`config.mk`:
```
export PLATFORM = sky130hd
export DESIGN_NAME = srisc_ctrl_fsm
export DESIGN_NICKNAME = d
export VERILOG_FILES = /design/src/rtl/srisc_ctrl_pkg.sv /design/src/rtl/srisc_ctrl_fsm_branch_eval.sv /design/src/rtl/srisc_ctrl_fsm.sv
export SDC_FILE = /design/constraint.sdc
export NUM_CORES = 1
export LEC_CHECK = 0
export CORE_UTILIZATION = 46
export DETAILED_ROUTE_END_ITERATION = 8
export GPL_TIMING_DRIVEN = 0
export PLACE_DENSITY = 0.84
export SETUP_SLACK_MARGIN = 0.4
export SLEW_MARGIN = 20
export SYNTH_ARGS = -nofsm -noshare
export SYNTH_HDL_FRONTEND = slang
export SYNTH_SLANG_ARGS = --single-unit
```
`constraint.sdc`:
```
create_clock -name clk -period 2.3 [get_ports clk]
set_input_delay 0.575 -clock clk [delete_from_list [all_inputs] [get_ports clk]]
set_output_delay 0.575 -clock clk [all_outputs]
set_load 0.1 [all_outputs]
```
`src/rtl/srisc_ctrl_pkg.sv`:
```
// Shared types and encodings for the Simple RISC Machine multicycle controller.
// Holds the state and instruction-class enums, the IR field codes, the
// datapath/memory select encodings, and the instruction-class decoder.
package srisc_ctrl_pkg;

  localparam int unsigned OPC_W  = 3;
  localparam int unsigned OP_W   = 2;
  localparam int unsigned COND_W = 3;
  localparam int unsigned SEL_W  = 2;
  localparam int unsigned NSEL_W = 3;

  // Controller states
  typedef enum logic [4:0] {
    S_RST,
    S_IF,
    S_UPD_PC,
    S_DEC,
    S_WB_IMM,
    S_LD_A,
    S_LD_B,
    S_EXEC,
    S_WB,
    S_CMP,
    S_ADDR,
    S_LD_ADDR,
    S_MEM_RD,
    S_MEM_WR,
    S_PASS,
    S_BR_CALC,
    S_BR_LOAD,
    S_LINK,
    S_HALT,
    S_ERR
  } state_e;

  // Instruction classes; members of a class share one state sequence
  typedef enum logic [3:0] {
    C_MOVI,
    C_MOV,   // MOV reg and MVN
    C_ALU,   // ADD and AND
    C_CMP,
    C_LDR,
    C_STR,
    C_BCC,
    C_BL,
    C_BX,
    C_BLX,
    C_HALT,
    C_ILL
  } iclass_e;

  // opcode field
  localparam logic [OPC_W-1:0] OPC_BR   = 3'b001;
  localparam logic [OPC_W-1:0] OPC_LINK = 3'b010;
  localparam logic [OPC_W-1:0] OPC_LDR  = 3'b011;
  localparam logic [OPC_W-1:0] OPC_STR  = 3'b100;
  localparam logic [OPC_W-1:0] OPC_ALU  = 3'b101;
  localparam logic [OPC_W-1:0] OPC_MOV  = 3'b110;
  localparam logic [OPC_W-1:0] OPC_HALT = 3'b111;

  // op field
  localparam logic [OP_W-1:0] OP_MOV   = 2'b00;
  localparam logic [OP_W-1:0] OP_MOVI  = 2'b10;
  localparam logic [OP_W-1:0] OP_LDST  = 2'b00;
  localparam logic [OP_W-1:0] ALU_ADD  = 2'b00;
  localparam logic [OP_W-1:0] ALU_CMP  = 2'b01;
  localparam logic [OP_W-1:0] ALU_AND  = 2'b10;
  localparam logic [OP_W-1:0] ALU_MVN  = 2'b11;
  localparam logic [OP_W-1:0] OP_BX    = 2'b00;
  localparam logic [OP_W-1:0] OP_BLX   = 2'b10;
  localparam logic [OP_W-1:0] OP_BL    = 2'b11;

  // cond field
  localparam logic [COND_W-1:0] COND_B   = 3'b000;
  localparam logic [COND_W-1:0] COND_BEQ = 3'b001;
  localparam logic [COND_W-1:0] COND_BNE = 3'b010;
  localparam logic [COND_W-1:0] COND_BLT = 3'b011;
  localparam logic [COND_W-1:0] COND_BLE = 3'b100;

  // mem_cmd
  localparam logic [SEL_W-1:0] MEM_NONE  = 2'b00;
  localparam logic [SEL_W-1:0] MEM_READ  = 2'b01;
  localparam logic [SEL_W-1:0] MEM_WRITE = 2'b10;

  // vsel
  localparam logic [SEL_W-1:0] VSEL_C     = 2'b00;
  localparam logic [SEL_W-1:0] VSEL_MDATA = 2'b01;
  localparam logic [SEL_W-1:0] VSEL_IMM8  = 2'b10;
  localparam logic [SEL_W-1:0] VSEL_PC    = 2'b11;

  // asel
  localparam logic [SEL_W-1:0] ASEL_REG  = 2'b00;
  localparam logic [SEL_W-1:0] ASEL_ZERO = 2'b01;
  localparam logic [SEL_W-1:0] ASEL_PC   = 2'b10;

  // bsel
  localparam logic [SEL_W-1:0] BSEL_REG  = 2'b00;
  localparam logic [SEL_W-1:0] BSEL_IMM5 = 2'b01;
  localparam logic [SEL_W-1:0] BSEL_IMM8 = 2'b10;

  // sel_pc
  localparam logic [SEL_W-1:0] PC_RST = 2'b00;
  localparam logic [SEL_W-1:0] PC_INC = 2'b01;
  localparam logic [SEL_W-1:0] PC_C   = 2'b10;

  // nsel (one-hot register select)
  localparam logic [NSEL_W-1:0] NSEL_NONE = 3'b000;
  localparam logic [NSEL_W-1:0] NSEL_RN   = 3'b001;
  localparam logic [NSEL_W-1:0] NSEL_RD   = 3'b010;
  localparam logic [NSEL_W-1:0] NSEL_RM   = 3'b100;

  // Map IR fields to an instruction class; anything unrecognised is C_ILL
  function automatic iclass_e decode_insn(input logic [OPC_W-1:0]  opcode,
                                          input logic [OP_W-1:0]   op,
                                          input logic [COND_W-1:0] cond,
                                          input logic              link_en);
    iclass_e c;
    c = C_ILL;
    case (opcode)
      OPC_MOV: begin
        if (op == OP_MOVI)     c = C_MOVI;
        else if (op == OP_MOV) c = C_MOV;
      end
      OPC_ALU: begin
        case (op)
          ALU_CMP: c = C_CMP;
          ALU_MVN: c = C_MOV;
          default: c = C_ALU;
        endcase
      end
      OPC_LDR: if (op == OP_LDST) c = C_LDR;
      OPC_STR: if (op == OP_LDST) c = C_STR;
      OPC_BR:  if (cond <= COND_BLE) c = C_BCC;
      OPC_LINK: begin
        if (link_en) begin
          case (op)
            OP_BL:   c = C_BL;
            OP_BX:   c = C_BX;
            OP_BLX:  c = C_BLX;
            default: c = C_ILL;
          endcase
        end
      end
      OPC_HALT: c = C_HALT;
      default:  c = C_ILL;
    endcase
    return c;
  endfunction

endpackage

```
`src/rtl/srisc_ctrl_fsm_branch_eval.sv`:
```
// Conditional-branch evaluator.
// Ports: cond (IR[10:8]), Z/N/V status flags in; taken out (combinational).
// Codes outside B..BLE report not-taken; legality is decided by the decoder.
module srisc_branch_eval
  import srisc_ctrl_pkg::*;
(
  input  logic [COND_W-1:0] cond,
  input  logic              Z,
  input  logic              N,
  input  logic              V,
  output logic              taken
);

  always_comb begin
    taken = 1'b0;
    case (cond)
      COND_B:   taken = 1'b1;
      COND_BEQ: taken = Z;
      COND_BNE: taken = ~Z;
      COND_BLT: taken = N ^ V;
      COND_BLE: taken = (N ^ V) | Z;
      default:  taken = 1'b0;
    endcase
  end

endmodule

```
`src/rtl/srisc_ctrl_fsm.sv`:
```
// Multicycle control FSM for the Simple RISC Machine.
// Ports: clk, rst (sync, active-high); IR fields opcode/op/cond; Z/N/V flags;
//   mem_ready handshake.  Outputs: datapath selects (nsel, vsel, asel, bsel),
//   datapath enables (loada, loadb, loadc, loads, write), PC/IR/address control
//   (sel_pc, load_pc, load_ir, load_addr, addr_sel), mem_cmd, halted, err.
// Outputs are a decode of the state register; load_ir and write additionally
// follow mem_ready while waiting on memory.
module srisc_ctrl_fsm #(
  parameter int unsigned MEM_TIMEOUT = 16,
  parameter bit          ENABLE_LINK = 1'b1
) (
  input  logic       clk,
  input  logic       rst,
  input  logic [2:0] opcode,
  input  logic [1:0] op,
  input  logic [2:0] cond,
  input  logic       Z,
  input  logic       N,
  input  logic       V,
  input  logic       mem_ready,
  output logic [2:0] nsel,
  output logic [1:0] vsel,
  output logic [1:0] asel,
  output logic [1:0] bsel,
  output logic       loada,
  output logic       loadb,
  output logic       loadc,
  output logic       loads,
  output logic       write,
  output logic [1:0] sel_pc,
  output logic       load_pc,
  output logic       load_ir,
  output logic       load_addr,
  output logic       addr_sel,
  output logic [1:0] mem_cmd,
  output logic       halted,
  output logic       err
);

  import srisc_ctrl_pkg::*;

  // Wait counter only needs to reach MEM_TIMEOUT-1 before the FSM leaves
  localparam int unsigned   CNT_W    = (MEM_TIMEOUT > 1) ? $clog2(MEM_TIMEOUT) : 1;
  localparam logic [CNT_W-1:0] CNT_LAST = CNT_W'(MEM_TIMEOUT - 1);
  localparam bit            TO_EN    = (MEM_TIMEOUT != 0);

  state_e           state, state_next;
  iclass_e          cls, cls_next, dec_cls;
  logic [CNT_W-1:0] wait_cnt, wait_cnt_next;
  logic             taken;
  logic             waiting;
  logic             timeout;

  srisc_branch_eval u_branch_eval (
    .cond  (cond),
    .Z     (Z),
    .N     (N),
    .V     (V),
    .taken (taken)
  );

  assign dec_cls = decode_insn(opcode, op, cond, ENABLE_LINK);

  // State, latched instruction class and memory wait counter
  always_ff @(posedge clk) begin
    if (rst) begin
      state    <= S_RST;
      cls      <= C_ILL;
      wait_cnt <= '0;
    end else begin
      state    <= state_next;
      cls      <= cls_next;
      wait_cnt <= wait_cnt_next;
    end
  end

  // Next-state and Moore output decode
  always_comb begin
    state_next = state;
    cls_next   = cls;
    nsel       = NSEL_NONE;
    vsel       = VSEL_C;
    asel       = ASEL_REG;
    bsel       = BSEL_REG;
    loada      = 1'b0;
    loadb      = 1'b0;
    loadc      = 1'b0;
    loads      = 1'b0;
    write      = 1'b0;
    sel_pc     = PC_RST;
    load_pc    = 1'b0;
    load_ir    = 1'b0;
    load_addr  = 1'b0;
    addr_sel   = 1'b0;
    mem_cmd    = MEM_NONE;
    halted     = 1'b0;
    err        = 1'b0;

    waiting = (state == S_IF) || (state == S_MEM_RD) || (state == S_MEM_WR);
    // mem_ready in the final wait cycle completes instead of timing out
    timeout = TO_EN && waiting && !mem_ready && (wait_cnt == CNT_LAST);

    case (state)
      S_RST: begin
        sel_pc     = PC_RST;
        load_pc    = 1'b1;
        state_next = S_IF;
      end
      S_IF: begin
        addr_sel = 1'b1;
        mem_cmd  = MEM_READ;
        load_ir  = mem_ready;
        if (mem_ready)    state_next = S_UPD_PC;
        else if (timeout) state_next = S_ERR;
      end
      S_UPD_PC: begin
        sel_pc     = PC_INC;
        load_pc    = 1'b1;
        state_next = S_DEC;
      end
      S_DEC: begin
        // Class is held for the rest of the instruction; flags are used only here
        cls_next = dec_cls;
        case (dec_cls)
          C_MOVI:                state_next = S_WB_IMM;
          C_MOV, C_BX, C_BLX:    state_next = S_LD_B;
          C_ALU, C_CMP,
          C_LDR, C_STR:          state_next = S_LD_A;
          C_BCC:                 state_next = taken ? S_BR_CALC : S_IF;
          C_BL:                  state_next = S_LINK;
          C_HALT:                state_next = S_HALT;
          default:               state_next = S_ERR;
        endcase
      end
      S_WB_IMM: begin
        nsel       = NSEL_RN;
        vsel       = VSEL_IMM8;
        write      = 1'b1;
        state_next = S_IF;
      end
      S_LD_A: begin
        nsel       = NSEL_RN;
        loada      = 1'b1;
        state_next = (cls == C_LDR || cls == C_STR) ? S_ADDR : S_LD_B;
      end
      S_LD_B: begin
        // ALU-class ops read Rm; store/branch-register ops read Rd
        loadb = 1'b1;
        nsel  = (cls == C_MOV || cls == C_ALU || cls == C_CMP) ? NSEL_RM : NSEL_RD;
        case (cls)
          C_MOV, C_ALU: state_next = S_EXEC;
          C_CMP:        state_next = S_CMP;
          C_BLX:        state_next = S_LINK;
          default:      state_next = S_PASS;
        endcase
      end
      S_EXEC: begin
        asel       = (cls == C_MOV) ? ASEL_ZERO : ASEL_REG;
        bsel       = BSEL_REG;
        loadc      = 1'b1;
        state_next = S_WB;
      end
      S_WB: begin
        nsel       = NSEL_RD;
        vsel       = VSEL_C;
        write      = 1'b1;
        state_next = S_IF;
      end
      S_CMP: begin
        asel       = ASEL_REG;
        loads      = 1'b1;
        state_next = S_IF;
      end
      S_ADDR: begin
        bsel       = BSEL_IMM5;
        loadc      = 1'b1;
        state_next = S_LD_ADDR;
      end
      S_LD_ADDR: begin
        load_addr  = 1'b1;
        state_next = (cls == C_LDR) ? S_MEM_RD : S_LD_B;
      end
      S_MEM_RD: begin
        mem_cmd = MEM_READ;
        nsel    = NSEL_RD;
        vsel    = VSEL_MDATA;
        write   = mem_ready;
        if (mem_ready)    state_next = S_IF;
        else if (timeout) state_next = S_ERR;
      end
      S_MEM_WR: begin
        mem_cmd = MEM_WRITE;
        if (mem_ready)    state_next = S_IF;
        else if (timeout) state_next = S_ERR;
      end
      S_PASS: begin
        asel       = ASEL_ZERO;
        loadc      = 1'b1;
        state_next = (cls == C_STR) ? S_MEM_WR : S_BR_LOAD;
      end
      S_BR_CALC: begin
        asel       = ASEL_PC;
        bsel       = BSEL_IMM8;
        loadc      = 1'b1;
        state_next = S_BR_LOAD;
      end
      S_BR_LOAD: begin
        sel_pc     = PC_C;
        load_pc    = 1'b1;
        state_next = S_IF;
      end
      S_LINK: begin
        nsel       = NSEL_RN;
        vsel       = VSEL_PC;
        write      = 1'b1;
        state_next = (cls == C_BLX) ? S_PASS : S_BR_CALC;
      end
      S_HALT: begin
        halted = 1'b1;
      end
      S_ERR: begin
        err     = 1'b1;
        mem_cmd = MEM_NONE;
      end
      default: state_next = S_ERR;
    endcase

    // Counter restarts on every state change, counts missed handshakes otherwise
    if (state_next != state)
      wait_cnt_next = '0;
    else if (TO_EN && waiting && !mem_ready)
      wait_cnt_next = wait_cnt + CNT_W'(1);
    else
      wait_cnt_next = wait_cnt;
  end

endmodule

```
==> results of run 1 <==
## kinds of logic after synthesis
kind of cell | after synthesis
fa+ha+maj | 1
xor+xnor | 7
buf+inv | 32
flops | 13
compound gates | 80
simple gates | 123
## stage by stage
| stage | worst slack, ns | utilization (%) | hold WS, ns | area [um^2] |
|---|---|---|---|---|
| 2_1_floorplan | -0.270 | - | 0.513 | 2140 |
| 3_5_place_dp | -1.04 | 74.6 | 0.554 | 2550 |
| 3_3_place_gp | -1.03 | 74.6 | 0.534 | 2550 |
## Yosys cell counts, drive strengths merged, types with 2 or more instances
library cell,count
a21o,3
nor3,15
nand2,27
nor4,2
dfxtp,13
a32oi,2
nor3b,6
nor2,31
nor2b,8
xnor2,4
o21a,5
a32o,2
a31oi,4
o22ai,2
nand3,4
buf,13
clkbuf,12
o21ai,17
nand4,4
inv,7
a21boi,3
xor2,3
a21oi,16
a211o,2
or3b,2
o211ai,5
nand3b,2
a22o,2
nand2b,10
and2,3
a211oi,4
nor4b,2
==> impl_results.html, run 1 <==
<table>
<tr><th>Metric</th><th>Value</th></tr>
<tr><th colspan="2">Status</th></tr>
<tr><td>Status</td><td>did not finish</td></tr>
<tr><td>Fail Step</td><td>clock tree synthesis (4_1_cts)</td></tr>
<tr><td>First error in the log</td><td>[ERROR DPL-0038] Utilization greater than 100%, impossible to legalize</td></tr>
<tr><th colspan="2">Die</th></tr>
<tr><td>Width of the die</td><td>62.5 um</td></tr>
<tr><td>Effective utilization at floorplan</td><td>49.3%</td></tr>
<tr><td>Row cnt</td><td>21</td></tr>
<tr><td>Ports placed on the boundary</td><td>38</td></tr>
<tr><td>Die outline height</td><td>62.5 um</td></tr>
<tr><th colspan="2">Yosys</th></tr>
<tr><td>Synthesis Warnings</td><td>0</td></tr>
<tr><td>Top cells by area in the synthesized netlist</td><td>sky130_fd_sc_hd__dfxtp_1, sky130_fd_sc_hd__nor2_1, sky130_fd_sc_hd__nand2_1</td></tr>
<tr><td>Synth unique cells</td><td>59</td></tr>
<tr><td>Simple-gate portion of the synthesized area</td><td>39.0%</td></tr>
<tr><td>Post-synth top flop</td><td>sky130_fd_sc_hd__dfxtp_1</td></tr>
<tr><td>Async set-reset flop share out of synthesis</td><td>0%</td></tr>
<tr><td>Synthesized-area fraction occupied by adder cells</td><td>0.743%</td></tr>
<tr><td>Dominant cell type by area after synthesis</td><td>sky130_fd_sc_hd__dfxtp_1</td></tr>
<tr><td>Mean area per synthesized cell</td><td>6.57 um^2</td></tr>
<tr><td>Proportion of synthesized chip area in sequential cells</td><td>15.5%</td></tr>
<tr><td>Area share of the largest cell type after synthesis</td><td>15.5%</td></tr>
<tr><td>Post-Syn Area</td><td>1680 um^2</td></tr>
<tr><td>Net count of the mapped netlist</td><td>about 270</td></tr>
<tr><td>Number of synthesized flops with an enable pin</td><td>0</td></tr>
<tr><td>Fraction of synthesized area in multiplexers</td><td>0%</td></tr>
<tr><td>Share of the synthesized netlist area taken by xor and xnor gates</td><td>3.64%</td></tr>
<tr><td>Post-synthesis instance total</td><td>256</td></tr>
<tr><td>Register bit count reported by yosys</td><td>13</td></tr>
<tr><td>Combinational family with the most area after synthesis</td><td>simple AND/OR/NAND/NOR gates</td></tr>
<tr><td>Synth Area in Compound Gates</td><td>32.6%</td></tr>
<tr><th colspan="2">Placed design</th></tr>
<tr><td>IO buf count</td><td>35</td></tr>
<tr><td>Cell count after placement</td><td>337</td></tr>
<tr><td>Weighted congestion at the end of routability-driven global placement</td><td>0.909</td></tr>
<tr><td>DP Wirelength</td><td>between 4 and 5 mm</td></tr>
<tr><th colspan="2">Clock network</th></tr>
<tr><td>Number of hold-repair buffers added at the cts stage</td><td>0</td></tr>
<tr><td>CTS-repair resized insts</td><td>342</td></tr>
<tr><td>Clock Path Buffers</td><td>2</td></tr>
<tr><td>TritonCTS buffer count</td><td>3</td></tr>
<tr><td>Root Buffer</td><td>sky130_fd_sc_hd__clkbuf_4</td></tr>
<tr><td># clock sinks</td><td>13</td></tr>
<tr><td>H-tree levels</td><td>1</td></tr>
<tr><td>Number of post-CTS setup repair buffers</td><td>45</td></tr>
</table>
==> inputs of run 2 (changes only) <==
--- a/config.mk
+++ b/config.mk
@@ -5,11 +5,10 @@
 export SDC_FILE = /design/constraint.sdc
 export NUM_CORES = 1
 export LEC_CHECK = 0
-export CORE_UTILIZATION = 46
+export CORE_UTILIZATION = 40
 export DETAILED_ROUTE_END_ITERATION = 8
 export GPL_TIMING_DRIVEN = 0
-export PLACE_DENSITY = 0.84
-export SETUP_SLACK_MARGIN = 0.4
+export PLACE_DENSITY_LB_ADDON = 0.15
 export SLEW_MARGIN = 20
 export SYNTH_ARGS = -nofsm -noshare
 export SYNTH_HDL_FRONTEND = slang
==> constraint.sdc (replaced) <==
create_clock -name clk -period 3 [get_ports clk]
set_input_delay 0.75 -clock clk [delete_from_list [all_inputs] [get_ports clk]]
set_output_delay 0.75 -clock clk [all_outputs]
set_load 0.1 [all_outputs]
==> run 2 against run 1 <==
  * Synthesized cell count is the same
  * Area after synthesis did not move
  * The run now ends clean
==> impl_results.html, run 2 <==
<table>
<tr><th>Metric</th><th>Value</th></tr>
<tr><th colspan="2">Status</th></tr>
<tr><td>Status</td><td>complete, no violations</td></tr>
<tr><th colspan="2">Critical path</th></tr>
<tr><td>FF-to-FF path depth</td><td>9</td></tr>
<tr><td>CP peak stage delay</td><td>0.54 ns</td></tr>
<tr><td>Biggest fanout along the worst timing path</td><td>10</td></tr>
<tr><td>Worst R2R End</td><td>wait_cnt[0]</td></tr>
<tr><td>Crit Path Class</td><td>reg2out</td></tr>
<tr><td>Setup slack on the worst flop-to-flop path</td><td>around 0.50 ns</td></tr>
<tr><td>Critical path's top delay family</td><td>buffers and inverters</td></tr>
<tr><td>Worst Setup EP</td><td>asel[0]</td></tr>
<tr><td>Startpoint of the worst-slack reg-to-reg timing path</td><td>state[3]</td></tr>
<tr><td>Levels on crit path</td><td>6</td></tr>
<tr><td>Required time of the worst setup path</td><td>between 2 and 2.5 ns</td></tr>
<tr><td>Critical path startpoint</td><td>state[0]</td></tr>
<tr><td>Critical path launch point type</td><td>flip-flop</td></tr>
<tr><td>Setup crit end kind</td><td>output port</td></tr>
<tr><td>Worst Path Arrival</td><td>2.18 ns</td></tr>
<tr><td>Slowest cell on crit path</td><td>sky130_fd_sc_hd__or4_1</td></tr>
<tr><td>Cell-by-cell trace of the critical path</td><td>buf_2, buf_4, nand2_1, or4_1, a211oi_4, buf_8</td></tr>
<tr><td>Count of buffering cells on the critical path with inverters included</td><td>3</td></tr>
<tr><th colspan="2">Yosys</th></tr>
<tr><td>Proportion of synthesized chip area in sequential cells</td><td>between 10% and 20%</td></tr>
<tr><td>Combinational family with the most area after synthesis</td><td>simple AND/OR/NAND/NOR gates</td></tr>
<tr><td>Synth Area in Compound Gates</td><td>32.6%</td></tr>
<tr><td>Area share of the largest cell type after synthesis</td><td>~15%</td></tr>
<tr><td>Share of the synthesized netlist area taken by xor and xnor gates</td><td>around 3.6%</td></tr>
<tr><td>Synthesized-area fraction occupied by adder cells</td><td>less than 1%</td></tr>
<tr><td>Fraction of synthesized area in multiplexers</td><td>0%</td></tr>
<tr><td>Synthesis Warnings</td><td>0</td></tr>
<tr><td>Post-Syn Area</td><td>1680 um^2</td></tr>
<tr><td>Mean area per synthesized cell</td><td>6.57 um^2</td></tr>
<tr><td>Number of synthesized flops with an enable pin</td><td>0</td></tr>
<tr><td>Async set-reset flop share out of synthesis</td><td>0%</td></tr>
<tr><td>Net count of the mapped netlist</td><td>271</td></tr>
<tr><td>Register bit count reported by yosys</td><td>13</td></tr>
<tr><td>Dominant cell type by area after synthesis</td><td>sky130_fd_sc_hd__dfxtp_1</td></tr>
<tr><td>Simple-gate portion of the synthesized area</td><td>39.0%</td></tr>
<tr><td>Top post-synthesis cells by count</td><td>sky130_fd_sc_hd__nor2_1, sky130_fd_sc_hd__nand2_1, sky130_fd_sc_hd__a21oi_1, sky130_fd_sc_hd__o21ai_0, sky130_fd_sc_hd__nor3_1</td></tr>
<tr><td>Top cells by area in the synthesized netlist</td><td>sky130_fd_sc_hd__dfxtp_1, sky130_fd_sc_hd__nor2_1, sky130_fd_sc_hd__nand2_1</td></tr>
<tr><td>Most numerous cell in the Yosys netlist</td><td>sky130_fd_sc_hd__nor2_1</td></tr>
<tr><td>Post-synth top flop</td><td>sky130_fd_sc_hd__dfxtp_1</td></tr>
<tr><td>Synth unique cells</td><td>59</td></tr>
<tr><td>Post-synthesis instance total</td><td>256</td></tr>
<tr><th colspan="2">Clock network</th></tr>
<tr><td>Clock-pin slew reported for the worst setup and hold paths after clock tree synthesis</td><td>approximately 0.060 ns</td></tr>
<tr><td>Root Buffer</td><td>sky130_fd_sc_hd__clkbuf_8</td></tr>
<tr><td>TritonCTS buffer count</td><td>3</td></tr>
<tr><td>Number of hold-repair buffers added at the cts stage</td><td>0</td></tr>
<tr><td>Insertion delay to the later sink of the worst-skew pair</td><td>0.24 ns</td></tr>
<tr><td>H-tree levels</td><td>1</td></tr>
<tr><td># clock sinks</td><td>13</td></tr>
<tr><td>CTS tree</td><td>yes</td></tr>
<tr><td>Clock Path Buffers</td><td>2</td></tr>
<tr><th colspan="2">Pwr</th></tr>
<tr><td>Cell Pwr Density</td><td>about 300 nW/um^2</td></tr>
<tr><td>Max rail drop VDD</td><td>0.263 mV</td></tr>
<tr><td>Post-layout power</td><td>0.683 mW</td></tr>
<tr><td>Leakage component of the power</td><td>between 0.8 and 0.9 nW</td></tr>
<tr><th colspan="2">Die</th></tr>
<tr><td>Effective utilization at floorplan</td><td>a little over two fifths</td></tr>
<tr><td>Row cnt</td><td>23</td></tr>
<tr><td>Area of the die</td><td>4470 um^2</td></tr>
<tr><td>Ports placed on the boundary</td><td>38</td></tr>
<tr><td>Core box area</td><td>4030 um^2</td></tr>
<tr><td>Die outline height</td><td>66.9 um</td></tr>
<tr><td>Width of the die</td><td>66.9 um</td></tr>
<tr><th colspan="2">Layout</th></tr>
<tr><td>Final net count</td><td>just over 300</td></tr>
<tr><td>Most common cell after layout, fill and taps aside</td><td>sky130_fd_sc_hd__nor2_1</td></tr>
<tr><td>Reg with most FFs</td><td>state</td></tr>
<tr><td>Fraction of layout instances using a drive strength above 1</td><td>25.5%</td></tr>
<tr><td>Design Area, Final</td><td>about 2300 um^2</td></tr>
<tr><td>Most frequent cells in the layout</td><td>sky130_fd_sc_hd__nor2_1, sky130_fd_sc_hd__nand2_1, sky130_fd_sc_hd__clkdlybuf4s15_2</td></tr>
<tr><td>Largest registers in the final layout</td><td>state: 5 flops, cls: 4 flops, wait_cnt: 4 flops</td></tr>
<tr><td>Post-Route Utilization</td><td>57.5%</td></tr>
<tr><td>Post-route non-filler standard cell count</td><td>344</td></tr>
<tr><td>Antenna Diode Count</td><td>0</td></tr>
<tr><td>Flip-flop count of the largest register, all copies and words added</td><td>5</td></tr>
<tr><td>Layout overhead on the synthesized area</td><td>37.6%</td></tr>
<tr><th colspan="2">Routing</th></tr>
<tr><td>DRC violations left</td><td>0</td></tr>
<tr><td>Average routed wire per standard cell</td><td>15.6 um</td></tr>
<tr><td>Post-Route WL</td><td>around 5.4 mm</td></tr>
<tr><td>Pre-Repair DR Iteration Count</td><td>4</td></tr>
<tr><td>Via count</td><td>approximately 2,000</td></tr>
<tr><td>Number of routed nets with antenna violations</td><td>0</td></tr>
<tr><td>Vias/cell</td><td>5.86</td></tr>
<tr><td>DRC marker count from the first detailed-route iteration</td><td>185</td></tr>
<tr><th colspan="2">Timing</th></tr>
<tr><td>Final worst-path cycle share</td><td>~98%</td></tr>
<tr><td>Worst relative slew slack</td><td>59.9%</td></tr>
<tr><td>Fin Clk Skew</td><td>0.00134 ns</td></tr>
<tr><td>Maximum frequency from static timing analysis</td><td>0.342 GHz</td></tr>
<tr><td>Number of setup violations in the final report</td><td>0</td></tr>
<tr><td>Endpoints failing hold</td><td>0</td></tr>
<tr><td>Number of slew-limit violations in the final report</td><td>0</td></tr>
<tr><td>Worst slack on hold paths</td><td>0.545 ns</td></tr>
<tr><td>Crit path time final</td><td>2.93 ns</td></tr>
<tr><td>Fin worst setup slack</td><td>roughly 0.072 ns</td></tr>
<tr><td>Post-Route Setup TNS</td><td>0 ns</td></tr>
<tr><td>Slew at the pin closest to its max-slew limit</td><td>0.597 ns</td></tr>
<tr><td>Unrepaired setup endpoints after global routing</td><td>false</td></tr>
<tr><th colspan="2">Global route</th></tr>
<tr><td>Largest net degree at the start of global routing</td><td>11</td></tr>
<tr><td>Met1 routing resource usage after global routing</td><td>a little under two fifths</td></tr>
<tr><td>Global route hottest layer</td><td>met2</td></tr>
<tr><td>GR met3 Demand/Resource</td><td>4.79%</td></tr>
<tr><td>Global Route Usage Sum</td><td>25.8%</td></tr>
<tr><td>Via count of the first global-routing pass</td><td>about 1,800</td></tr>
<tr><td>Global route overflow</td><td>0</td></tr>
<tr><td>Global-route wire length before repair</td><td>~8.8 mm</td></tr>
<tr><td>Number of antenna violations at the first check in global routing</td><td>0</td></tr>
<tr><td>Met2 routing resource usage after global routing</td><td>38.1%</td></tr>
<tr><th colspan="2">Placed design</th></tr>
<tr><td>Cell area after placement</td><td>2180 um^2</td></tr>
<tr><td>Weighted congestion at the end of routability-driven global placement</td><td>around 0.89</td></tr>
<tr><td>IO buf count</td><td>35</td></tr>
<tr><td>Minimum setup slack after placement</td><td>-0.683 ns</td></tr>
<tr><td>Cell count after placement</td><td>between 300 and 400</td></tr>
<tr><td>DP Wirelength</td><td>roughly 4.1 mm</td></tr>
<tr><th colspan="2">Hold path</th></tr>
<tr><td>Worst min-delay path startpoint</td><td>wait_cnt[3]</td></tr>
<tr><td>Worst Hold Class</td><td>reg2reg</td></tr>
<tr><th colspan="2">Flow run</th></tr>
<tr><td>Number of max-cap violations</td><td>0</td></tr>
</table>
==> run 2: cell counts after synthesis <==
Identical to the previous run, type by type.
==> run 2: cell families after synthesis <==
| group | count (synthesis) |
|---|---|
| adders and majority gates | 1 |
| xor gates and xnor gates | 7 |
| buffers and inverters | 32 |
| AOI/OAI and AO/OA | 80 |
| DFF | 13 |
| and+or+nand+nor | 123 |
==> run 2: final cells by class <==
class	count	area, um^2
repair buffers	35	373
plain buffers	24	131
flip-flops and latches	13	260
clock buffers	3	41.3
multi-input cells	211	1420
fillers	393	1710
inverters	7	26.3
well taps	50	62.6
clock inverters	1	5.00
==> run 2: what timing repair did <==
action,4_1_cts,5_1_grt
setup buffers,0,0
resized for setup,88,30
endpoints found under the setup margin,28,13
pin swaps,0,3
==> run 2: tightest hold or removal path: cells and delay by family, from the launching register on <==
| kind | cells | cell delay [ns] |
|---|---|---|
| DFF | 1 | 0.34 |
| and+or+nand+nor | 2 | 0.09 |
| xor gates and xnor gates | 1 | 0.08 |
==> run 2: metal layers <==
layer	up-vias	share of wire [%]
met1	917	47
met4	0	1.6
met2	86	44
li1	1002	-
met3	12	7.6
met5	-	0
==> run 2: worst min-delay path by stage <==
stage,depth (start not counted),to
floorplan,3,wait_cnt[3]
global placement,3,wait_cnt[3]
detailed placement,3,wait_cnt[3]
CTS,3,wait_cnt[3]
global route,3,wait_cnt[3]
finish,3,wait_cnt[3]
==> run 2: where the power goes <==
part | internal [mW] | switching (mW)
sequential | 0.180 | 0.00513
combinational | 0.111 | 0.227
clock | 0.0918 | 0.0674
total | 0.383 | 0.300
Note: power is estimated with default switching activity, not from simulation.
==> inputs of run 3 (changes only) <==
--- a/config.mk
+++ b/config.mk
@@ -5,8 +5,9 @@
 export SDC_FILE = /design/constraint.sdc
 export NUM_CORES = 1
 export LEC_CHECK = 0
-export CORE_UTILIZATION = 40
+export CORE_AREA = 2 2 63 65
 export DETAILED_ROUTE_END_ITERATION = 8
+export DIE_AREA = 0 0 65 67
 export GPL_TIMING_DRIVEN = 0
 export PLACE_DENSITY_LB_ADDON = 0.15
 export SLEW_MARGIN = 20
==> run 3 against run 2 <==
  * Routed wire length fell by 2.8%
  * Sequential share of layout area rose by 0.12 points
  * Utilization rose by 6.1 points
  * Worst hold slack improved by 0.0041 ns
  * Final cell count fell by 0.29%
  * Critical path depth did not move
  * First-iteration DRC count fell by 12%
  * Global-route usage fell by 1.1 points
  * Via count barely moved
  * Largest cell class unchanged
  * Largest power group unchanged
==> impl_results.html, run 3 (synthesized netlist as in run 2, its figures left out) <==
<table>
<tr><th>Metric</th><th>Value</th></tr>
<tr><th colspan="2">Die</th></tr>
<tr><td>Die outline height</td><td>67 um</td></tr>
<tr><td>Effective utilization at floorplan</td><td>a little under half</td></tr>
<tr><td>Width of the die</td><td>between 60 and 70 um</td></tr>
<tr><td>Core box area</td><td>3610 um^2</td></tr>
<tr><td>Ports placed on the boundary</td><td>38</td></tr>
<tr><td>Row cnt</td><td>22</td></tr>
<tr><td>Area of the die</td><td>about 4400 um^2</td></tr>
<tr><th colspan="2">Global route</th></tr>
<tr><td>Global-route wire length before repair</td><td>8.40 mm</td></tr>
<tr><td>Largest net degree at the start of global routing</td><td>11</td></tr>
<tr><td>Via count of the first global-routing pass</td><td>approximately 1,800</td></tr>
<tr><td>Global route overflow</td><td>0</td></tr>
<tr><td>Global Route Usage Sum</td><td>24.7%</td></tr>
<tr><td>Number of antenna violations at the first check in global routing</td><td>0</td></tr>
<tr><th colspan="2">Critical path</th></tr>
<tr><td>Count of buffering cells on the critical path with inverters included</td><td>4</td></tr>
<tr><td>Cell occurring most often along the worst timing path</td><td>sky130_fd_sc_hd__clkbuf_1</td></tr>
<tr><td>Setup slack on the worst flop-to-flop path</td><td>0.49 ns</td></tr>
<tr><td>Critical path's top delay family</td><td>buffers and inverters</td></tr>
<tr><td>Slowest cell on crit path</td><td>sky130_fd_sc_hd__clkbuf_1</td></tr>
<tr><td>Biggest fanout along the worst timing path</td><td>10</td></tr>
<tr><td>Critical path launch point type</td><td>flip-flop</td></tr>
<tr><td>CP peak stage delay</td><td>~0.37 ns</td></tr>
<tr><td>Worst Path Arrival</td><td>2.20 ns</td></tr>
<tr><td>Crit Path Class</td><td>reg2out</td></tr>
<tr><td>Cell-by-cell trace of the critical path</td><td>clkbuf_1, clkbuf_1, buf_2, a31oi_1, nor3_4, clkbuf_4</td></tr>
<tr><td>Setup crit end kind</td><td>output port</td></tr>
<tr><td>Required time of the worst setup path</td><td>2.25 ns</td></tr>
<tr><th colspan="2">Layout</th></tr>
<tr><td>Layout overhead on the synthesized area</td><td>36.2%</td></tr>
<tr><td>Fraction of layout instances using a drive strength above 1</td><td>~24%</td></tr>
<tr><td>Antenna Diode Count</td><td>0</td></tr>
<tr><td>Most common cell after layout, fill and taps aside</td><td>sky130_fd_sc_hd__nor2_1</td></tr>
<tr><td>Most frequent cells in the layout</td><td>sky130_fd_sc_hd__nor2_1, sky130_fd_sc_hd__nand2_1, sky130_fd_sc_hd__clkdlybuf4s15_2</td></tr>
<tr><td>Flip-flop count of the largest register, all copies and words added</td><td>5</td></tr>
<tr><td>Final net count</td><td>311</td></tr>
<tr><td>Largest registers in the final layout</td><td>state: 5 flops, cls: 4 flops, wait_cnt: 4 flops</td></tr>
<tr><td>Design Area, Final</td><td>about 2300 um^2</td></tr>
<tr><td>Reg with most FFs</td><td>state</td></tr>
<tr><th colspan="2">Hold path</th></tr>
<tr><td>Worst Hold Class</td><td>reg2reg</td></tr>
<tr><th colspan="2">Clock network</th></tr>
<tr><td># clock sinks</td><td>13</td></tr>
<tr><td>CTS tree</td><td>yes</td></tr>
<tr><td>Number of hold-repair buffers added at the cts stage</td><td>0</td></tr>
<tr><td>Clock-pin slew reported for the worst setup and hold paths after clock tree synthesis</td><td>0.05 ns</td></tr>
<tr><td>Root Buffer</td><td>sky130_fd_sc_hd__clkbuf_8</td></tr>
<tr><td>H-tree levels</td><td>1</td></tr>
<tr><td>Insertion delay to the later sink of the worst-skew pair</td><td>around 0.24 ns</td></tr>
<tr><td>TritonCTS buffer count</td><td>3</td></tr>
<tr><td>Clock Path Buffers</td><td>2</td></tr>
<tr><th colspan="2">Routing</th></tr>
<tr><td>Average routed wire per standard cell</td><td>roughly 15 um</td></tr>
<tr><td>Vias/cell</td><td>5.87</td></tr>
<tr><td>Post-Route WL</td><td>roughly 5.2 mm</td></tr>
<tr><td>Via count</td><td>2,015</td></tr>
<tr><td>Pre-Repair DR Iteration Count</td><td>4</td></tr>
<tr><td>Number of routed nets with antenna violations</td><td>0</td></tr>
<tr><td>DRC violations left</td><td>0</td></tr>
<tr><td>DRC marker count from the first detailed-route iteration</td><td>163</td></tr>
<tr><th colspan="2">Status</th></tr>
<tr><td>Status</td><td>complete, no violations</td></tr>
<tr><th colspan="2">Timing</th></tr>
<tr><td>Slew at the pin closest to its max-slew limit</td><td>0.598 ns</td></tr>
<tr><td>Maximum frequency from static timing analysis</td><td>0.340 GHz</td></tr>
<tr><td>Fin Clk Skew</td><td>around 0.0042 ns</td></tr>
<tr><td>Final worst-path cycle share</td><td>approximately 100%</td></tr>
<tr><td>Fin worst setup slack</td><td>0.0545 ns</td></tr>
<tr><td>Unrepaired setup endpoints after global routing</td><td>true</td></tr>
<tr><td>Worst slack on hold paths</td><td>0.549 ns</td></tr>
<tr><td>Number of slew-limit violations in the final report</td><td>0</td></tr>
<tr><td>Endpoints failing hold</td><td>0</td></tr>
<tr><td>Number of setup violations in the final report</td><td>0</td></tr>
<tr><td>Crit path time final</td><td>just under 3 ns</td></tr>
<tr><td>Worst relative slew slack</td><td>59.8%</td></tr>
<tr><th colspan="2">Pwr</th></tr>
<tr><td>Max rail drop VDD</td><td>roughly 0.23 mV</td></tr>
<tr><td>Cell Pwr Density</td><td>296 nW/um^2</td></tr>
<tr><td>Leakage component of the power</td><td>0.839 nW</td></tr>
<tr><th colspan="2">Placed design</th></tr>
<tr><td>Cell area after placement</td><td>2180 um^2</td></tr>
<tr><td>IO buf count</td><td>35</td></tr>
<tr><td>Minimum setup slack after placement</td><td>-0.680 ns</td></tr>
<tr><td>Weighted congestion at the end of routability-driven global placement</td><td>0.916</td></tr>
<tr><td>DP Wirelength</td><td>3.93 mm</td></tr>
<tr><th colspan="2">Flow run</th></tr>
<tr><td>Number of max-cap violations</td><td>0</td></tr>
</table>
-- run 3: changes by cell type in the layout (fill, tap and decap cells not counted), sizes merged --
cell / delta
buf: +2
clkbuf: +2
clkdlybuf4s18: -2
clkdlybuf4s50: +1
clkinv: -1
dlymetal6s2s: -1
-- run 3: cell type report --
class / count / area, um^2
Fill cell: 340 / 1310
Sequential cell: 13 / 260
Buffer: 25 / 126
Inverter: 7 / 26.3
Timing Repair Buffer: 35 / 357
Tap cell: 48 / 60.1
Clock buffer: 4 / 45.0
Multi-Input combinational cell: 211 / 1420
-- run 3: what timing repair did --
item                                    4_1_cts  5_1_grt
gates resized for setup                      86       22
buffers inserted                              0        0
endpoints found under the setup margin       24       10
pin swaps                                     0        1
-- run 3: path summary, 6_finish.rpt --
kind / start / endpoint / depth (start not counted)
setup / recovery: state[1] / nsel[1] / 6
hold / removal: wait_cnt[3] / wait_cnt[3] / 3
setup reg to reg: state[1] / wait_cnt[2] / 7
hold reg to reg: wait_cnt[3] / wait_cnt[3] / 3
-- run 3: worst reg2reg max path: stages, from the launching register on --
cell and delay, ns:
sky130_fd_sc_hd__dfxtp_1 0.30, sky130_fd_sc_hd__clkbuf_1 0.31, sky130_fd_sc_hd__nand2_1 0.30, sky130_fd_sc_hd__nor3_1 0.58
sky130_fd_sc_hd__a2111o_1 0.35, sky130_fd_sc_hd__a41o_1 0.23, sky130_fd_sc_hd__o221ai_2 0.15, sky130_fd_sc_hd__nor3_1 0.21
-- run 3: stage by stage --
step | power (mW) | util [%] | TNS (ns) | instances
4_1_cts | 0.665 | 62.3 | 0 | 343
3_3_place_gp | 0.511 | 60.4 | -6.04 | 339
2_1_floorplan | 0.434 | - | -1.87 | 256
6_report | 0.678 | 63.6 | 0 | 343
5_1_grt | 0.710 | 63.6 | -0.0346 | 343
3_5_place_dp | 0.513 | 60.4 | -6.12 | 339
-- run 3: report_power, final --
part / leakage (nW) / total (mW) / switching (mW) / internal (mW)
sequential: 0.106 / 0.186 / 0.00525 / 0.181
combinational: 0.711 / 0.339 / 0.226 / 0.113
clock: 0.0228 / 0.153 / 0.0594 / 0.0936
-- run 3: metal layers --
| metal | up-vias | part of all wire, % | GRT usage [%] |
|---|---|---|---|
| met5 | - | 0 | 0 |
| met4 | 0 | 2.3 | 6.65 |
| met3 | 17 | 7.4 | 4.73 |
| met2 | 90 | 47 | 41.8 |
| met1 | 908 | 43 | 32.0 |
| li1 | 1000 | - | - |
==> inputs of run 4 (changes only) <==
--- a/config.mk
+++ b/config.mk
@@ -5,12 +5,10 @@
 export SDC_FILE = /design/constraint.sdc
 export NUM_CORES = 1
 export LEC_CHECK = 0
-export CORE_AREA = 2 2 63 65
+export CORE_UTILIZATION = 45
 export DETAILED_ROUTE_END_ITERATION = 8
-export DIE_AREA = 0 0 65 67
 export GPL_TIMING_DRIVEN = 0
 export PLACE_DENSITY_LB_ADDON = 0.15
-export SLEW_MARGIN = 20
 export SYNTH_ARGS = -nofsm -noshare
 export SYNTH_HDL_FRONTEND = slang
 export SYNTH_SLANG_ARGS = --single-unit
==> run 4 against run 3 <==
  * Final cell count shrank 0.58%
  * Final area shrank 2.4%
  * Register-to-register slack is essentially flat
  * Global-route usage grew 1.8 points
  * Power shrank 1.2%
  * Sequential power is essentially flat
  * Clock skew shrank 0.0039 ns
  * First-iteration DRC count shrank 6.7%
  * Non-clock buffer count is the same
  * Clock power is essentially flat
  * Fmax grew 1.6%
  * Combinational power shrank 3%
  * Critical endpoint is now asel[0]
  * Largest power group unchanged
==> impl_results.html, run 4 (synthesized netlist as in run 2, its figures left out) <==
<table>
<tr><th>Metric</th><th>Value</th></tr>
<tr><th colspan="2">Status</th></tr>
<tr><td>Status</td><td>complete, no violations</td></tr>
<tr><th colspan="2">Pwr</th></tr>
<tr><td>Sw Share</td><td>43.2%</td></tr>
<tr><td>Net switching power of the design</td><td>0.289 mW</td></tr>
<tr><td>Max rail drop VDD</td><td>0.262 mV</td></tr>
<tr><td>Proportion of power drawn by flip-flops and latches</td><td>between 20% and 30%</td></tr>
<tr><td>Clock share of power</td><td>23.3%</td></tr>
<tr><td>Logic gate share of total power</td><td>49.0%</td></tr>
<tr><td>Cell Pwr Density</td><td>about 300 nW/um^2</td></tr>
<tr><td>Leakage component of the power</td><td>roughly 0.8 nW</td></tr>
<tr><td>Total internal power</td><td>0.381 mW</td></tr>
<tr><th colspan="2">Layout</th></tr>
<tr><td>Reg with most FFs</td><td>state</td></tr>
<tr><td>Final net count</td><td>311</td></tr>
<tr><td>Most common cell after layout, fill and taps aside</td><td>sky130_fd_sc_hd__nor2_1</td></tr>
<tr><td>Flip-flop count of the largest register, all copies and words added</td><td>5</td></tr>
<tr><td>Fraction of layout instances using a drive strength above 1</td><td>between 20% and 30%</td></tr>
<tr><td>Sequential standard cell area</td><td>roughly 260 um^2</td></tr>
<tr><td>Layout overhead on the synthesized area</td><td>32.9%</td></tr>
<tr><td>Number of filler instances in the final layout</td><td>342</td></tr>
<tr><td>Post-route non-filler standard cell count</td><td>approximately 340</td></tr>
<tr><td>Post-Route Utilization</td><td>64.5%</td></tr>
<tr><td>Antenna Diode Count</td><td>0</td></tr>
<tr><td>Multi-input gate area in the final layout</td><td>1390 um^2</td></tr>
<tr><td>Largest registers in the final layout</td><td>state: 5 flops, cls: 4 flops, wait_cnt: 4 flops</td></tr>
<tr><td>Most frequent cells in the layout</td><td>sky130_fd_sc_hd__nor2_1, sky130_fd_sc_hd__nand2_1, sky130_fd_sc_hd__o21ai_0, sky130_fd_sc_hd__a21oi_1</td></tr>
<tr><th colspan="2">Clock network</th></tr>
<tr><td>Insertion delay to the later sink of the worst-skew pair</td><td>roughly 0.24 ns</td></tr>
<tr><td>Number of post-CTS setup repair buffers</td><td>0</td></tr>
<tr><td>CTS tree</td><td>yes</td></tr>
<tr><td>Clock Path Buffers</td><td>2</td></tr>
<tr><td>H-tree levels</td><td>1</td></tr>
<tr><td># clock sinks</td><td>13</td></tr>
<tr><td>Root Buffer</td><td>sky130_fd_sc_hd__clkbuf_8</td></tr>
<tr><td>Clock-pin slew reported for the worst setup and hold paths after clock tree synthesis</td><td>around 0.050 ns</td></tr>
<tr><td>TritonCTS buffer count</td><td>3</td></tr>
<tr><th colspan="2">Timing</th></tr>
<tr><td>Unrepaired setup endpoints after global routing</td><td>true</td></tr>
<tr><td>Worst relative slew slack</td><td>around 57%</td></tr>
<tr><td>Slew at the pin closest to its max-slew limit</td><td>0.640 ns</td></tr>
<tr><td>Crit path time final</td><td>2.90 ns</td></tr>
<tr><td>Final worst-path cycle share</td><td>approximately 97%</td></tr>
<tr><td>Endpoints failing hold</td><td>0</td></tr>
<tr><td>Fin Clk Skew</td><td>0.000375 ns</td></tr>
<tr><td>Number of slew-limit violations in the final report</td><td>0</td></tr>
<tr><td>Maximum frequency from static timing analysis</td><td>about 0.34 GHz</td></tr>
<tr><td>Number of setup violations in the final report</td><td>0</td></tr>
<tr><th colspan="2">Critical path</th></tr>
<tr><td>Worst Setup EP</td><td>asel[0]</td></tr>
<tr><td>Slowest cell on crit path</td><td>sky130_fd_sc_hd__or4_1</td></tr>
<tr><td>Worst Path Arrival</td><td>2.15 ns</td></tr>
<tr><td>Cell-by-cell trace of the critical path</td><td>clkbuf_2, buf_4, nand2_1, or4_1, a211oi_4, buf_6</td></tr>
<tr><td>Crit Path Class</td><td>reg2out</td></tr>
<tr><td>Setup slack on the worst flop-to-flop path</td><td>0.48 ns</td></tr>
<tr><td>Critical path's top delay family</td><td>buffers and inverters</td></tr>
<tr><td>Startpoint of the worst-slack reg-to-reg timing path</td><td>state[3]</td></tr>
<tr><td>Count of buffering cells on the critical path with inverters included</td><td>3</td></tr>
<tr><td>CP peak stage delay</td><td>0.53 ns</td></tr>
<tr><td>Worst R2R End</td><td>wait_cnt[2]</td></tr>
<tr><td>Setup crit end kind</td><td>output port</td></tr>
<tr><td>FF-to-FF path depth</td><td>9</td></tr>
<tr><td>Biggest fanout along the worst timing path</td><td>10</td></tr>
<tr><td>Critical path startpoint</td><td>state[0]</td></tr>
<tr><td>Required time of the worst setup path</td><td>2.25 ns</td></tr>
<tr><td>Levels on crit path</td><td>6</td></tr>
<tr><td>Critical path launch point type</td><td>flip-flop</td></tr>
<tr><th colspan="2">Routing</th></tr>
<tr><td>Post-Route WL</td><td>5.04 mm</td></tr>
<tr><td>Vias/cell</td><td>around 6</td></tr>
<tr><td>DRC marker count from the first detailed-route iteration</td><td>152</td></tr>
<tr><td>Pre-Repair DR Iteration Count</td><td>4</td></tr>
<tr><td>Average routed wire per standard cell</td><td>approximately 15 um</td></tr>
<tr><td>Number of routed nets with antenna violations</td><td>0</td></tr>
<tr><td>Via count</td><td>2,008</td></tr>
<tr><td>DRC violations left</td><td>0</td></tr>
<tr><th colspan="2">Global route</th></tr>
<tr><td>GR met3 Demand/Resource</td><td>1.63%</td></tr>
<tr><td>Met1 routing resource usage after global routing</td><td>37.3%</td></tr>
<tr><td>Global-route wire length before repair</td><td>about 8.5 mm</td></tr>
<tr><td>Global route overflow</td><td>0</td></tr>
<tr><td>Global route hottest layer</td><td>met2</td></tr>
<tr><td>Number of antenna violations at the first check in global routing</td><td>0</td></tr>
<tr><td>Via count of the first global-routing pass</td><td>1,774</td></tr>
<tr><td>Global Route Usage Sum</td><td>26.5%</td></tr>
<tr><td>Met2 routing resource usage after global routing</td><td>42.3%</td></tr>
<tr><td>Largest net degree at the start of global routing</td><td>11</td></tr>
<tr><th colspan="2">Die</th></tr>
<tr><td>Width of the die</td><td>between 60 and 70 um</td></tr>
<tr><td>Core box area</td><td>3470 um^2</td></tr>
<tr><td>Ports placed on the boundary</td><td>38</td></tr>
<tr><td>Area of the die</td><td>3990 um^2</td></tr>
<tr><td>Row cnt</td><td>21</td></tr>
<tr><td>Die outline height</td><td>63.2 um</td></tr>
<tr><td>Effective utilization at floorplan</td><td>48.5%</td></tr>
<tr><th colspan="2">Placed design</th></tr>
<tr><td>DP Wirelength</td><td>3.89 mm</td></tr>
<tr><td>Cell count after placement</td><td>337</td></tr>
<tr><td>IO buf count</td><td>35</td></tr>
<tr><td>Weighted congestion at the end of routability-driven global placement</td><td>~0.94</td></tr>
<tr><th colspan="2">Hold path</th></tr>
<tr><td>Number of instances on the worst hold path</td><td>3</td></tr>
<tr><td>Worst min-delay path startpoint</td><td>wait_cnt[3]</td></tr>
<tr><td>Worst Hold Class</td><td>reg2reg</td></tr>
<tr><th colspan="2">Flow run</th></tr>
<tr><td>Number of max-cap violations</td><td>0</td></tr>
</table>
run 4: layout make-up:
type	count	area share, %
tap	46	2.57
sequential	13	11.6
buffer	25	5.54
clock buffer	4	2.01
timing repair buffer	35	15.0
inverter	7	1.17
multi-input combinational	211	62.1
run 4: worst min-delay path by stage:
stage	to	slack, ns
4_1_cts	wait_cnt[3]	0.55
6_report	wait_cnt[3]	0.56
5_1_grt	wait_cnt[1]	0.62
2_1_floorplan	wait_cnt[3]	0.51
3_5_place_dp	wait_cnt[3]	0.54
3_3_place_gp	wait_cnt[3]	0.53
run 4: what timing repair did:
| item | CTS | global route |
|---|---|---|
| endpoints found under the setup margin | 24 | 15 |
| resized for setup | 81 | 21 |
| hold buffers | 0 | 0 |
run 4: power by group through the flow:
stage / Clock, mW / Sequential [mW] / Combinational, mW
after global routing: 0.167 / 0.187 / 0.355
after global placement: 0 / 0.189 / 0.321
after CTS: 0.156 / 0.185 / 0.321
final: 0.156 / 0.186 / 0.328
after floorplan: 0 / 0.188 / 0.246
after detailed placement: 0 / 0.189 / 0.323
run 4: through the flow:
stage	worst slack [ns]	power [mW]	instance area, um^2	hold WS (ns)	setup TNS [ns]
floorplan	-0.705	0.434	1770	0.513	-1.87
global placement	-0.734	0.509	2180	0.533	-5.48
detailed placement	-0.725	0.511	2180	0.540	-5.58
CTS	0.00373	0.662	2230	0.553	0
global route	-0.122	0.709	2240	0.619	-0.363
finish	0.0995	0.670	2240	0.557	0
run 4: worst min-delay path: stages (launching register included):
cell,delay (ns)
sky130_fd_sc_hd__dfxtp_1,0.34
sky130_fd_sc_hd__xnor2_1,0.08
sky130_fd_sc_hd__nand2_1,0.06
sky130_fd_sc_hd__nor3_1,0.04
run 4: per-layer routing:
metal | wire length, um | share of wire, %
met3 | 239 | 4.7
met4 | 85 | 1.7
met2 | 2260 | 45
met1 | 2450 | 49
met5 | 0 | 0
